`config.mk`:
```
export PLATFORM = sky130hd
export DESIGN_NAME = alu_op_sequencer
export DESIGN_NICKNAME = d
export VERILOG_FILES = /design/src/rtl/alu_pkg.sv /design/src/rtl/alu_op_sequencer_settle_timer.sv /design/src/rtl/alu_op_sequencer.sv
export SDC_FILE = /design/constraint.sdc
export NUM_CORES = 1
export LEC_CHECK = 0
export BUFFER_PORTS_ARGS = -buffer_cell sky130_fd_sc_hd__buf_2
export CAP_MARGIN = 20
export CORE_ASPECT_RATIO = 0.6
export CORE_MARGIN = 2
export CORE_UTILIZATION = 46
export CTS_CLUSTER_DIAMETER = 150
export CTS_CLUSTER_SIZE = 40
export DETAILED_ROUTE_END_ITERATION = 7
export PLACE_DENSITY = 0.79
export SKIP_LAST_GASP = 1
export SLEW_MARGIN = 40
export SYNTH_ARGS = -nofsm -noshare
export SYNTH_HDL_FRONTEND = slang
export SYNTH_HIERARCHICAL = 1
export SYNTH_SLANG_ARGS = --single-unit
export TNS_END_PERCENT = 5
```
`constraint.sdc`:
```
create_clock -name clk -period 2.6 [get_ports clk]
set_input_delay 0.52 -clock clk [delete_from_list [all_inputs] [get_ports clk]]
set_output_delay 0.52 -clock clk [all_outputs]
set_load 0.05 [all_outputs]
```
`src/rtl/alu_pkg.sv`:
```
// alu_pkg
// Shared definitions for the ALU and its clocked sequencer: the ALU
// command encodings, the sequencer FSM state encodings, the default
// datapath width and the settle-timer width with its load-value helper.
package alu_pkg;

    localparam int DEFAULT_WIDTH = 32;

    // Width of the settle down-counter; bounds SETTLE_CYCLES to 1..255.
    localparam int SETTLE_W = 8;

    typedef logic [2:0] alu_cmd_t;
    typedef logic [1:0] seq_state_t;

    localparam alu_cmd_t CMD_ADD  = 3'd0;
    localparam alu_cmd_t CMD_SUB  = 3'd1;
    localparam alu_cmd_t CMD_XOR  = 3'd2;
    localparam alu_cmd_t CMD_SLT  = 3'd3;
    localparam alu_cmd_t CMD_AND  = 3'd4;
    localparam alu_cmd_t CMD_NAND = 3'd5;
    localparam alu_cmd_t CMD_NOR  = 3'd6;
    localparam alu_cmd_t CMD_OR   = 3'd7;

    localparam seq_state_t IDLE   = 2'd0;
    localparam seq_state_t SETTLE = 2'd1;
    localparam seq_state_t RESP   = 2'd2;

    // The timer counts the edges remaining after the first one, so the
    // sampling edge is the one at which the counter already reads zero.
    function automatic logic [SETTLE_W-1:0] settle_load_value(input int cycles);
        return SETTLE_W'(cycles - 1);
    endfunction

endpackage

```
`src/rtl/alu_op_sequencer_settle_timer.sv`:
```
// settle_timer
// 8-bit loadable down-counter that measures how long the ALU inputs have
// been held. Load has priority over enable; the counter stops at zero.
// Ports:
//   clk        rising-edge clock
//   reset_n    synchronous active-low reset, clears the count
//   load       load load_value on the next edge
//   enable     decrement on the next edge (ignored while count is zero)
//   load_value value loaded by load
//   zero       count currently equals zero
module settle_timer
    import alu_pkg::*;
(
    input  logic                clk,
    input  logic                reset_n,
    input  logic                load,
    input  logic                enable,
    input  logic [SETTLE_W-1:0] load_value,
    output logic                zero
);

    logic [SETTLE_W-1:0] count;

    always_ff @(posedge clk) begin
        if (!reset_n) begin
            count <= '0;
        end else if (load) begin
            count <= load_value;
        end else if (enable && (count != '0)) begin
            count <= count - SETTLE_W'(1);
        end
    end

    assign zero = (count == '0);

endmodule

```
`src/rtl/alu_op_sequencer.sv`:
```
// alu_op_sequencer
// Clocked initiator for the combinational ALU. A request (a, b, cmd) is
// accepted over a valid/ready handshake and driven onto the ALU inputs,
// which are held for SETTLE_CYCLES edges before result and flags are
// sampled and offered as a response over a second valid/ready handshake.
// Ports:
//   clk, reset_n                 clock, synchronous active-low reset
//   req_valid/req_ready          request handshake
//   req_a, req_b, req_cmd        request operands and ALU command
//   alu_a, alu_b, alu_cmd        registered ALU inputs
//   alu_result, alu_carryout,
//   alu_zero, alu_overflow       ALU outputs
//   rsp_valid/rsp_ready          response handshake
//   rsp_result, rsp_carryout,
//   rsp_zero, rsp_overflow       sampled ALU outputs
//   rsp_cmd                      command echo for the response
//   busy                         sequencer is not idle
//   op_count                     completed responses, wraps silently
module alu_op_sequencer
    import alu_pkg::*;
#(
    parameter int WIDTH         = DEFAULT_WIDTH,
    parameter int SETTLE_CYCLES = 4,
    parameter int COUNT_W       = 16
) (
    input  logic               clk,
    input  logic               reset_n,
    input  logic               req_valid,
    output logic               req_ready,
    input  logic [WIDTH-1:0]   req_a,
    input  logic [WIDTH-1:0]   req_b,
    input  logic [2:0]         req_cmd,
    output logic [WIDTH-1:0]   alu_a,
    output logic [WIDTH-1:0]   alu_b,
    output logic [2:0]         alu_cmd,
    input  logic [WIDTH-1:0]   alu_result,
    input  logic               alu_carryout,
    input  logic               alu_zero,
    input  logic               alu_overflow,
    output logic               rsp_valid,
    input  logic               rsp_ready,
    output logic [WIDTH-1:0]   rsp_result,
    output logic               rsp_carryout,
    output logic               rsp_zero,
    output logic               rsp_overflow,
    output logic [2:0]         rsp_cmd,
    output logic               busy,
    output logic [COUNT_W-1:0] op_count
);

    if ((SETTLE_CYCLES < 1) || (SETTLE_CYCLES > 255)) begin : g_bad_settle
        $error("alu_op_sequencer: SETTLE_CYCLES must be in 1..255");
    end

    localparam logic [SETTLE_W-1:0] LOAD_VALUE = settle_load_value(SETTLE_CYCLES);

    seq_state_t state;
    logic       accept;
    logic       timer_zero;

    assign req_ready = (state == IDLE);
    assign busy      = (state != IDLE);
    assign accept    = req_valid && req_ready;

    settle_timer u_settle_timer (
        .clk        (clk),
        .reset_n    (reset_n),
        .load       (accept),
        .enable     (state == SETTLE),
        .load_value (LOAD_VALUE),
        .zero       (timer_zero)
    );

    // ALU operands and response data are only written at their own
    // handshake/sample points, so they retain the last operation's values
    // while idle; only reset returns them to zero.
    always_ff @(posedge clk) begin
        if (!reset_n) begin
            state        <= IDLE;
            alu_a        <= '0;
            alu_b        <= '0;
            alu_cmd      <= '0;
            rsp_valid    <= 1'b0;
            rsp_result   <= '0;
            rsp_carryout <= 1'b0;
            rsp_zero     <= 1'b0;
            rsp_overflow <= 1'b0;
            rsp_cmd      <= '0;
            op_count     <= '0;
        end else begin
            case (state)
                IDLE: begin
                    if (accept) begin
                        alu_a   <= req_a;
                        alu_b   <= req_b;
                        alu_cmd <= req_cmd;
                        state   <= SETTLE;
                    end
                end
                SETTLE: begin
                    if (timer_zero) begin
                        rsp_result   <= alu_result;
                        rsp_carryout <= alu_carryout;
                        rsp_zero     <= alu_zero;
                        rsp_overflow <= alu_overflow;
                        rsp_cmd      <= alu_cmd;
                        rsp_valid    <= 1'b1;
                        state        <= RESP;
                    end
                end
                RESP: begin
                    if (rsp_ready) begin
                        rsp_valid <= 1'b0;
                        op_count  <= op_count + COUNT_W'(1);
                        state     <= IDLE;
                    end
                end
                default: begin
                    rsp_valid <= 1'b0;
                    state     <= IDLE;
                end
            endcase
        end
    end

endmodule

```
# Yosys cells after proc, flatten, opt, wreduce, memory -nomap -nowiden
# Index checks and enable logic that the tools add are counted.
# classes
add_sub_neg,2
n_eq_ne,5
n_mux,9
n_bitwise,2
reduce_logical,13
# ops
operator,n
"adder 16 x 1 -> 16 bit, second input constant",1
2-to-1 mux 2 bit,5
logical NOT 8 bit,1
nonzero test 8 bit,1
"subtractor 8 x 1 -> 8 bit, second input constant",1
case mux 2 bit (3 select lines),1
AND reduction 2 bit,3
AND reduction 3 bit,2
"!= test 2 bit, second input constant",2
nonzero test 2 bit,2
case mux 1 bit (3 select lines),1
"== test 2 x 1 -> 1 bit, second input constant",1
"== test 2 bit, second input constant",1
logical AND 1 bit,2
logical NOT 2 bit,1
2-to-1 mux 1 bit,2
"!= test 2 x 1 -> 1 bit, second input constant",1
NOT 1 bit,2
OR reduction 2 bit,1
# totals
ff_bits,132
in_bits,106
out_inout_bits,124
elab_cells,44

# Depth between registers and ports, before layout
# Gate-level depths: netlist (run 1).
# depth
word_depth,4
mapped_depth,10
mapped_depth_nobuf,8

# Cells and area by module
# Netlist (run 1), hierarchy kept.
# modules_own_cells
mod,n_inst,cells_each,area_each_um2,seq_area_each_um2
alu_op_sequencer,1,560,4465.5,2482.4
settle_timer,1,58,508.0,160.2

# Worst setup path after synthesis (run 1)
# No wires, ideal clock.
# synth_timing
kind,flip-flop to flip-flop
from,register state[0]
to,register u_settle_timer.count[2]
setup_ns,0.115
arrival_ns,2.487
required_ns,2.485
setup_slack_ns,-0.002
path_stages_with_launch,11
n_path_buf,3
period_less_slack_ns,2.602
cell_sequence,dfxtp_1 buf_6 nor2_1 nand2_1 inv_2 clkbuf_1 clkbuf_1 nor3b_1 a21oi_1 o31ai_1 and2_1
# synth_between
elab_chain_len,3
word_cells_on_any_way,5
classes_between,1 x eq/ne; 4 x reduce/logical
# synth_lines
item,line,text
from (decl),alu_op_sequencer.sv:57,seq_state_t state;
from (signal assigned),alu_op_sequencer.sv:79,state <= IDLE;
from (signal assigned),alu_op_sequencer.sv:97,state <= SETTLE;
from (signal assigned),alu_op_sequencer.sv:108,state <= RESP;
logical NOT 2 bit,alu_op_sequencer.sv:61,assign req_ready = (state == IDLE);
named net req_ready,alu_op_sequencer.sv:29,"output logic req_ready,"
logical AND 1 bit,alu_op_sequencer.sv:63,assign accept = req_valid && req_ready;
named net accept,alu_op_sequencer.sv:58,logic accept;
OR reduction 2 bit (no line),-,
to (signal assigned),alu_op_sequencer_settle_timer.sv:28,count <= load_value;
to (signal assigned),alu_op_sequencer_settle_timer.sv:30,count <= count - SETTLE_W'(1);
to (decl),alu_op_sequencer_settle_timer.sv:22,logic [SETTLE_W-1:0] count;
# The timed path passes the listed nets, and every way through them passes these cells.
# A chain may end at the register's enable or synchronous reset.

# Worst setup path in the final report (run 1)
# layout_timing
from,register u_settle_timer.count[2]
to,register rsp_result[26]
# layout_between
elab_chain_len,2
# layout_lines
item,line,text
logical NOT 8 bit,alu_op_sequencer_settle_timer.sv:34,assign zero = (count == '0);
named net timer_zero,alu_op_sequencer.sv:59,logic timer_zero;
AND reduction 2 bit (no line),-,
to (signal assigned),alu_op_sequencer.sv:102,rsp_result <= alu_result;
to (decl),alu_op_sequencer.sv:42,"output logic [WIDTH-1:0] rsp_result,"
# The timed path passes the listed nets, and every way through them passes these cells.

==> reports/metrics.yaml, run 1 <==
outcome: "finished, final reports clean"
wire_per_inst_um: 13.2
synthXorXnorAreaFrac_pct: 1.94
path_cells: "or4_4 -> nor4_1 -> nand2_1 -> or2_2 -> buf_12 -> nand2_1 -> a21oi_1"
hold_class: "input port to register"
firstDrtPassIters: 4
setup_tns_ps: 0
areaGrowthSynthToFinish_pct: 39.4
cp-end-kind: "register"
critPathSlowestCell: "or4_4"
crit_start: "u_settle_timer/count[2]"
clk_latency_ps: 400
grt_use_total_pct: 22.2
cts_buffers: 17
grt_start_max_net_pins: 80
vias_per_cell: 4.94
crit_required_ps: 2860
clock_skew_ps: 7.72
grt_pass1_wl_mm: 21.5
antenna_found_initial: 0
startpoint_type: "register"
crit_type: "register to register"
synth.yosys.warnings: 6
die_y_um: 84.5
clk_path_buf_depth: 2
whs_ps: 357
synth_compound_area_share_pct: 14.8
p_per_area_nw_per_um2: 878
fp.dieArea_um2: 11700
synth_fa_ha_area_share_pct: 0.755
totalWireLength_mm: 13.1
io_buffers: 229
dp_slack_ps: 436
layout_commonest_cell: "buf_2"
finalCritPeriodShare_pct: 84.3
num_vias: 4902
fin_ws_ps: 409
hold_start: "req_b[24]"
leakagePower_nw: 3.19
postCtsSetupBuffers: 0
core_area_um2: 10600
timing.critical_path.mode_cell: "nand2_1"
path_max_fanout: 39
fp-row-count: 29
synth_top_family_by_area: "simple AND/OR/NAND/NOR gates"
peakVddDrop_v: 0.000551
routabilityCongestion: 0.787
synth_cell_types: 45
place_area_um2: 6250
drive_gt1_share_pct: 33.1
drc: 0
syn_inst: 618
drtIter0Drc: 353
utilization_pct: 65.7
ios: 230
cts_root_buf: "clkbuf_16"
worst_slew_pin_slew_ps: 727
antenna_cells: 0
finalSetupViolations: 0
critPathArrivalTime_ps: 2450
rsz0062_at_grt: "false"
nets: 949
synth-edff-count: 0
grt_overflow: 0
critical-path-top-delay-family: "simple AND/OR/NAND/NOR gates"
most-common-layout-cells: "buf_2 (229), nand2_1 (218), dfxtp_1 (132)"
cts.sinks: 132
layout_min_cycle_time_ps: 2190
die_x_um: 138
critPathMaxStageDelay_ps: 600
relSlewSlack_pct: 51.5
dpl.hpwl_mm: 8.95
postSynthAreaPerCell_um2: 8.05
yosys.area_share.simple_pct: 24.7
muxShareOfSynthArea_pct: 0.604
cts_resized: 0
cts_tree: "built"
htreeDepth: 4
clk_pin_slew_worst_paths_ps: 60
syn_area_um2: 4970
max_freq_mhz: 456
r2r_start: "u_settle_timer/count[2]"
ys_seq_area_share_pct: 53.1
crit_buf_inv: 1
holdBufCountCts: 0
first_global_vias: 4494
async_flop_share_pct: 0
drtAntennaViolNets: 0
stdcell_area_um2: 6940
final-max-slew-violation-count: 0
initial_core_util_pct: 47.1
synth_flop_cell: "dfxtp_1"
hold_viol: 0
synth-seq-cells: 132
drv_cap: 0
## per-stage QoR
step           instances  power [mW]
4_1_cts              992        6.14
6_report             992        6.09
3_5_place_dp         960        3.43
5_1_grt              992        6.34
2_1_floorplan        624        3.12
3_3_place_gp         960        3.41
## layout make-up
class	count	area, um2
tap	139	174
multi-input combinational	446	2170
fill	929	3620
timing repair buffer	236	1240
inverter	7	27.5
clock inverter	10	193
clock buffer	22	494
sequential	132	2640
## path summary, 6_finish.rpt
check / endpoint / slack (ps) / depth (start not counted)
worst max register to register: rsp_result[26] / 410 / 7
worst min register to register: rsp_cmd[0] / 450 / 2
worst min-delay path: alu_b[24] / 360 / 3
worst max-delay path: rsp_result[26] / 410 / 7
## Yosys cell counts, drive strengths merged, types with 3 or more instances
master | n | area (um2)
a21oi | 118 | 591
and2 | 3 | 18.8
buf | 12 | 65.1
clkbuf | 27 | 101
dfxtp | 132 | 2640
ha | 3 | 37.5
inv | 6 | 22.5
mux2i | 3 | 30.0
nand2 | 220 | 833
nand3 | 6 | 30.0
nand4 | 6 | 52.6
nor2 | 17 | 63.8
nor3 | 3 | 15.0
nor3b | 3 | 22.5
nor4 | 3 | 18.8
o21ai | 9 | 45.0
o31ai | 6 | 45.0
or3 | 3 | 18.8
or4 | 7 | 57.6
xnor2 | 7 | 61.3
xor2 | 4 | 35.0
## cells by family (layout without fill, tap and decap cells)
logic type | after synthesis | after routing
other | 2 | 8
buffers and inverters | 46 | 275
adder cells (fa/ha/maj) | 3 | 3
flip-flops | 132 | 132
XOR/XNOR | 11 | 11
AO/OA/AOI/OAI | 138 | 138
multiplexers | 3 | 3
AND/OR/NAND/NOR | 283 | 283
## worst register-to-register path: cells and delay by family (launching register included)
family,cells,cell delay (ps)
buffers and inverters,1,180
AOI/OAI and AO/OA,1,70
DFF,1,350
and+or+nand+nor,5,1460
## metal layers
metal	track usage [%]	share of wire (%)	up-vias
li1	-	-	2495
met1	29.3	47	2228
met2	34.3	44	169
met3	7.76	7.5	10
met4	7.24	0.87	0
met5	0	0	-
## sequential cells by signal (all words and copies together) (netlist names)
| signal | flops |
|---|---|
| alu_a | 32 |
| alu_b | 32 |
| alu_cmd | 3 |
| op_count | 16 |
| rsp_carryout | 1 |
| rsp_cmd | 3 |
| rsp_overflow | 1 |
| rsp_result | 32 |
| rsp_valid | 1 |
| rsp_zero | 1 |
| state | 2 |
| u_settle_timer/count | 8 |
## where the power goes
part / total (mW) / switching, mW / internal [mW]
combinational: 1.13 / 0.818 / 0.317
clock: 2.70 / 0.863 / 1.84
sequential: 2.25 / 0.0865 / 2.16
(Power assumes the default switching activity.)
==> inputs of run 2 (changes only) <==
--- a/config.mk
+++ b/config.mk
@@ -9,11 +9,11 @@
 export CAP_MARGIN = 20
 export CORE_ASPECT_RATIO = 0.6
 export CORE_MARGIN = 2
-export CORE_UTILIZATION = 46
+export CORE_UTILIZATION = 42
 export CTS_CLUSTER_DIAMETER = 150
 export CTS_CLUSTER_SIZE = 40
 export DETAILED_ROUTE_END_ITERATION = 7
-export PLACE_DENSITY = 0.79
+export PLACE_DENSITY = 0.76
 export SKIP_LAST_GASP = 1
 export SLEW_MARGIN = 40
 export SYNTH_ARGS = -nofsm -noshare
==> constraint.sdc (replaced) <==
create_clock -name clk -period 1.8 [get_ports clk]
set_input_delay 0.36 -clock clk [delete_from_list [all_inputs] [get_ports clk]]
set_output_delay 0.36 -clock clk [all_outputs]
set_load 0.05 [all_outputs]
==> run 2 against run 1 <==
Against the previous run:
- the flow now finishes with violations (setup timing)
- core utilization is 1.4 points lower
- routed wire length is 6.6% higher
- clock power is 44% higher
- count of clock-buffer cells in the layout is 2 lower
==> reports/metrics.yaml, run 2 (synthesis gave the netlist of run 1 again) <==
layout_commonest_cell: "buf_2"
drtIter0Drc: 177  # -50%
cts_buffers: 17  # unchanged
violations: "setup timing"
gr-usage-met1_pct: 28.8  # -0.50 points
peakVddDrop_v: 0.000805  # +46%
outcome: "finished, violations left"
htreeDepth: 4  # unchanged
rsz0062_at_grt: "true"
grt_overflow: 0  # unchanged
clk_path_buf_depth: 2  # unchanged
power_mw: 9.05  # +49%
path_max_fanout: 9  # -77%
leakagePower_nw: 3.38  # +5.9%
hold_class: "input port to register"
fin_ws_ps: -150  # -559 ps
die_x_um: 144  # +4.5%
path_cells: "or4_4 -> nor4_4 -> nand2_1 -> buf_6 -> nor2_4 -> buf_6 -> clkbuf_16 -> nand2_1 -> a21oi_1"
crit_buf_inv: 3  # +2
stdcell_area_um2: 7330  # +5.7%
nets: 977  # +3.0%
core_area_um2: 11400  # +8.1%
r2r_start: "u_settle_timer/count[3]"
firstDrtPassIters: 5  # +1
antenna_cells: 0  # unchanged
clock_skew_ps: 10.5  # +2.82 ps
fillers: 998  # +7.4%
die_y_um: 88.3  # +4.4%
fp.dieArea_um2: 12800  # +9.1%
dpl.hpwl_mm: 9.28  # +3.7%
grt_use_total_pct: 21.0  # -1.2 points
vias_per_cell: 4.76  # -3.8%
critPathArrivalTime_ps: 2270  # -180 ps
final-max-slew-violation-count: 0  # unchanged
critPathMaxStageDelay_ps: 560  # -40 ps
drtAntennaViolNets: 0  # unchanged
startpoint_type: "register"
grt_busiest_layer: "met2"
cts_root_buf: "clkbuf_16"
io_buffers: 229  # unchanged
drv_cap: 0  # unchanged
antenna_found_initial: 0  # unchanged
finalSetupViolations: 41  # +41
grt_start_max_net_pins: 78  # -2.5%
cp-end-kind: "register"
cts_tree: "built"
use_met3_pct: 6.82  # -0.94 points
crit_type: "register to register"
critPathSlowestCell: "or4_4"
drc: 0  # unchanged
most-common-layout-cells: "buf_2 (229), nand2_1 (216), dfxtp_1 (131)"
areaGrowthSynthToFinish_pct: 47.4
fp-row-count: 30  # +3.4%
cts.sinks: 132  # unchanged
totalWireLength_mm: 13.9  # +6.6%
hold_start: "req_b[24]"
finalCritPeriodShare_pct: 108  # +24 points
clk_pin_slew_worst_paths_ps: 60  # about the same
top_regs: "alu_a: 32 flops, alu_b: 32 flops, rsp_result: 32 flops"
first_global_vias: 4441  # -1.2%
place_area_um2: 6490  # +3.8%
p_per_area_nw_per_um2: 1230  # +41%
initial_core_util_pct: 43.6  # -3.5 points
drive_gt1_share_pct: 35.9  # +2.8 points
crit_start: "u_settle_timer/count[3]"
wire_per_inst_um: 13.4  # +1.5%
met2_usage_pct: 32.4  # -1.9 points
crit_required_ps: 2120  # -740 ps
hold_viol: 0  # unchanged
max_freq_mhz: 513  # +12%
critical-path-top-delay-family: "simple AND/OR/NAND/NOR gates"
num_vias: 4950  # +0.98%
clk_latency_ps: 400  # about the same
ios: 230  # unchanged
layout_min_cycle_time_ps: 1950  # -241 ps
grt_pass1_wl_mm: 21.6  # +0.80%
routabilityCongestion: 0.817  # +3.8%
run 2: worst reg2reg max path: stages, from the launching register on:
cell       delay (ps)
dfxtp_2           320
or4_4             560
nor4_4            160
nand2_1           120
buf_6             130
nor2_4            120
buf_6             150
clkbuf_16         160
nand2_1            50
a21oi_1           110
run 2: worst paths after layout:
check / endpoint / slack (ps) / cells past startpoint
worst min-delay path: alu_b[24] / 200 / 3
worst max-delay path: rsp_result[27] / -150 / 9
worst min register to register: alu_b[14] / 450 / 2
worst max register to register: rsp_result[27] / -150 / 9
run 2: cell type report:
cell class,count,area (um2),area share (%)
Sequential cell,132,2640,36.1
Multi-Input combinational cell,446,2220,30.3
Timing Repair Buffer,264,1570,21.4
Clock buffer,20,447,6.09
Clock inverter,12,226,3.09
Tap cell,160,200,2.73
Inverter,7,27.5,0.375
run 2: stage by stage:
step	std cells	utilization [%]	setup TNS [ps]	worst slack (ps)	hold slack, ps
CTS	1039	63.7	-5880	-162	185
global placement	1001	56.9	-3690	-111	440
floorplan	624	-	-4130	-145	468
finish	1041	64.3	-4640	-150	197
detailed placement	1001	56.9	-5810	-177	444
global route	1041	64.3	-9570	-255	190
run 2: timing repair:
action	4_1_cts	5_1_grt
pin swaps	4	3
resized for setup	7	6
hold buffers	0	0
cloned	2	2
endpoints found under the setup margin	43	48
buffers inserted	4	0
run 2: power by group:
part | switching (mW) | leakage (nW) | internal [mW]
combinational | 1.27 | 1.98 | 0.642
sequential | 0.112 | 1.08 | 3.13
clock | 1.26 | 0.321 | 2.64
run 2: routing by layer:
metal | wire (um) | up-vias
met1 | 6550 | 2233
li1 | - | 2548
met2 | 6110 | 161
met5 | 0 | -
met4 | 98 | 0
met3 | 1180 | 8
==> inputs of run 3 (changes only) <==
--- a/config.mk
+++ b/config.mk
@@ -5,6 +5,7 @@
 export SDC_FILE = /design/constraint.sdc
 export NUM_CORES = 1
 export LEC_CHECK = 0
+export ABC_AREA = 1
 export BUFFER_PORTS_ARGS = -buffer_cell sky130_fd_sc_hd__buf_2
 export CAP_MARGIN = 20
 export CORE_ASPECT_RATIO = 0.6
@@ -13,7 +14,7 @@
 export CTS_CLUSTER_DIAMETER = 150
 export CTS_CLUSTER_SIZE = 40
 export DETAILED_ROUTE_END_ITERATION = 7
-export PLACE_DENSITY = 0.76
+export PLACE_DENSITY = 0.75
 export SKIP_LAST_GASP = 1
 export SLEW_MARGIN = 40
 export SYNTH_ARGS = -nofsm -noshare
==> run 3 against run 2 <==
Against the previous run:
- the run now ends clean
- final area shrank 2.5%
- area after synthesis up 4.2%
- core utilization decreased by 5.0 points
- count of clock-buffer cells in the layout decreased by 1
- highest routed layer unchanged
==> reports/metrics.yaml, run 3 <==
yosys-top-cells-area: "dfxtp_1 (51%), nor2_1 (12%), nand2_1 (7.4%)"
leakagePower_nw: 3.38  # about the same
clock_skew_ps: 9.80  # -0.741 ps
clk_latency_ps: 410  # about the same
wire_per_inst_um: 12.9  # -3.9%
cts_tree: "built"
fp-row-count: 31  # +3.3%
antenna_found_initial: 0  # unchanged
synth_top_area_cell: "dfxtp_1"
finalCritPeriodShare_pct: 91.1  # -17 points
layout_min_cycle_time_ps: 1640  # -310 ps
vias_per_cell: 4.81  # +1.1%
postCtsSetupBuffers: 0  # -4
synth-seq-cells: 132  # unchanged
crit_required_ps: 1440  # -680 ps
async_flop_share_pct: 0  # unchanged
syn_area_um2: 5180  # +4.2%
htreeDepth: 4  # unchanged
synth_cell_types: 32  # -29%
stdcell_area_um2: 7150  # -2.5%
synth-edff-count: 0  # unchanged
core_area_um2: 12100  # +5.7%
clk_pin_slew_worst_paths_ps: 60  # about the same
ys_seq_area_share_pct: 51.0  # -2.1 points
hold_viol: 0  # unchanged
drtAntennaViolNets: 0  # unchanged
p_per_area_nw_per_um2: 1340  # +8.9%
ios: 230  # unchanged
drtIter0Drc: 275  # +55%
critPathMaxStageDelay_ps: 460  # -100 ps
critical-path-top-delay-family: "flip-flops"
hold_class: "input port to register"
startpoint_type: "register"
cts_root_buf: "clkbuf_16"
clk_path_buf_depth: 2  # unchanged
relSlewSlack_pct: 59.5
antenna_cells: 0  # unchanged
firstDrtPassIters: 6  # +1
yosysMostFrequentCell: "nor2_1"
grt_start_max_net_pins: 78  # unchanged
synth_top_area_share_pct: 51.0  # -2.1 points
synth.yosys.warnings: 6  # unchanged
top_regs: "alu_a: 32 flops, alu_b: 32 flops, rsp_result: 32 flops"
cts_buffers: 17  # unchanged
place_area_um2: 6550  # +0.89%
cts.sinks: 132  # unchanged
dpl.hpwl_mm: 9.86  # +6.2%
fillers: 1151  # +15%
setup_tns_ps: 0  # +4640 ps
die_y_um: 90.0  # +2.0%
outcome: "finished, final reports clean"
initial_core_util_pct: 42.9  # -0.64 points
final-max-slew-violation-count: 0  # unchanged
drive_gt1_share_pct: 30.8  # -5.1 points
critPathArrivalTime_ps: 1280  # -990 ps
syn_inst: 703  # +14%
io_buffers: 229  # unchanged
drc: 0  # unchanged
first_global_vias: 4799  # +8.1%
postSynthAreaPerCell_um2: 7.37  # -8.4%
rsz0062_at_grt: "false"
layout_commonest_cell: "buf_2"
path_cells: "nor2_4 -> inv_1 -> buf_2"
fp.dieArea_um2: 13300  # +4.0%
critPathSlowestCell: "dfxtp_1"
die_x_um: 147  # +2.0%
path_max_fanout: 4  # -5
grt_pass1_wl_mm: 23.6  # +9.1%
most-common-layout-cells: "buf_2 (229), nor2_1 (169), dfxtp_1 (132)"
routabilityCongestion: 0.873  # +6.7%
max_freq_mhz: 610  # +19%
grt_use_total_pct: 21.9  # +0.87 points
finalSetupViolations: 0  # -100%
totalWireLength_mm: 14.2  # +2.1%
num_vias: 5315  # +7.4%
synth_top_cells_by_count: "nor2_1 (171), dfxtp_1 (132), nand2_1 (102)"
peakVddDrop_v: 0.000787  # -2.3%
worst_slew_pin_slew_ps: 607
crit_buf_inv: 2  # -1
nets: 1038  # +6.2%
cp-end-kind: "output port"
crit_type: "register to output port"
areaGrowthSynthToFinish_pct: 38.0
drv_cap: 0  # unchanged
synth_flop_cell: "dfxtp_1"
grt_overflow: 0  # unchanged
==> run 3: changes by cell type in the layout (fill, tap and decap cells not counted), sizes merged, moves of 6 or more <==
cell	change
o21ai	+63
nand2	-113
nor2	+158
buf	-21
inv	+29
o31ai	-6
or4	-7
nand3	+59
xnor2	-6
a21oi	-69
==> run 3: per-layer routing <==
| layer | wire length (um) | global-route usage, % | vias to the layer above |
|---|---|---|---|
| met1 | 6520 | 29.1 | 2357 |
| met2 | 6240 | 32.9 | 207 |
| met5 | 0 | 0 | - |
| met3 | 1170 | 7.41 | 25 |
| met4 | 303 | 8.65 | 0 |
| li1 | - | - | 2726 |
==> run 3: cells by family (layout without fill, tap and decap cells) <==
| group | after synthesis | after routing | synth area share [%] |
|---|---|---|---|
| fa+ha+maj | 3 | 3 | 0.725 |
| simple gates | 360 | 360 | 29.1 |
| xor+xnor | 3 | 3 | 0.507 |
| other cells | 2 | 8 | 0.145 |
| compound gates | 126 | 126 | 12.4 |
| buf+inv | 77 | 309 | 6.13 |
| flops | 132 | 132 | 51.0 |
==> run 3: area by class of cell <==
| type | instances | area [um2] | share of cell area, % |
|---|---|---|---|
| clock buffer | 19 | 443 | 6.20 |
| clock inverter | 12 | 156 | 2.19 |
| inverter | 37 | 140 | 1.96 |
| multi-input combinational | 500 | 2260 | 31.6 |
| sequential | 132 | 2640 | 37.0 |
| tap | 165 | 206 | 2.89 |
| timing repair buffer | 241 | 1300 | 18.2 |
==> run 3: timing repair <==
action                                  in CTS  in global routing
gates resized for setup                      0                  1
hold buffers                                 0                  0
endpoints found under the setup margin       0                  1
==> run 3: worst reg2reg max path: stages, from the launching register on <==
cell and delay (ps):
dfxtp_1 360, nor2_2 210, nand2_2 100, nor2_2 250, buf_12 210, inv_1 50
nand2_1 80, nand3_1 70, nand2_1 60, a21oi_1 50
==> run 3: report_power, final <==
group	switching, mW	internal, mW
clock	1.31	2.21
combinational	1.96	0.733
sequential	0.173	3.22
total	3.44	6.17
==> run 3: worst paths after layout <==
path                                         startpoint    endpoint  slack, ps  depth (start not counted)
worst max-delay path                           state[1]        busy        160                          3
worst min-delay path                          req_b[18]   alu_b[18]        190                          3
worst max register to register  u_settle_timer/count[3]   rsp_valid        250                          9
worst min register to register               rsp_cmd[2]  rsp_cmd[2]        460                          2
==> run 3: metrics by stage <==
step	hold slack, ps	cells	setup WS [ps]	utilization [%]	power, mW
floorplan	458	709	49.5	-	5.42
global placement	447	1075	245	54.3	6.12
detailed placement	450	1075	186	54.3	6.15
CTS	169	1106	136	59.2	9.69
global route	194	1106	74.2	59.3	10.1
finish	187	1106	160	59.3	9.61
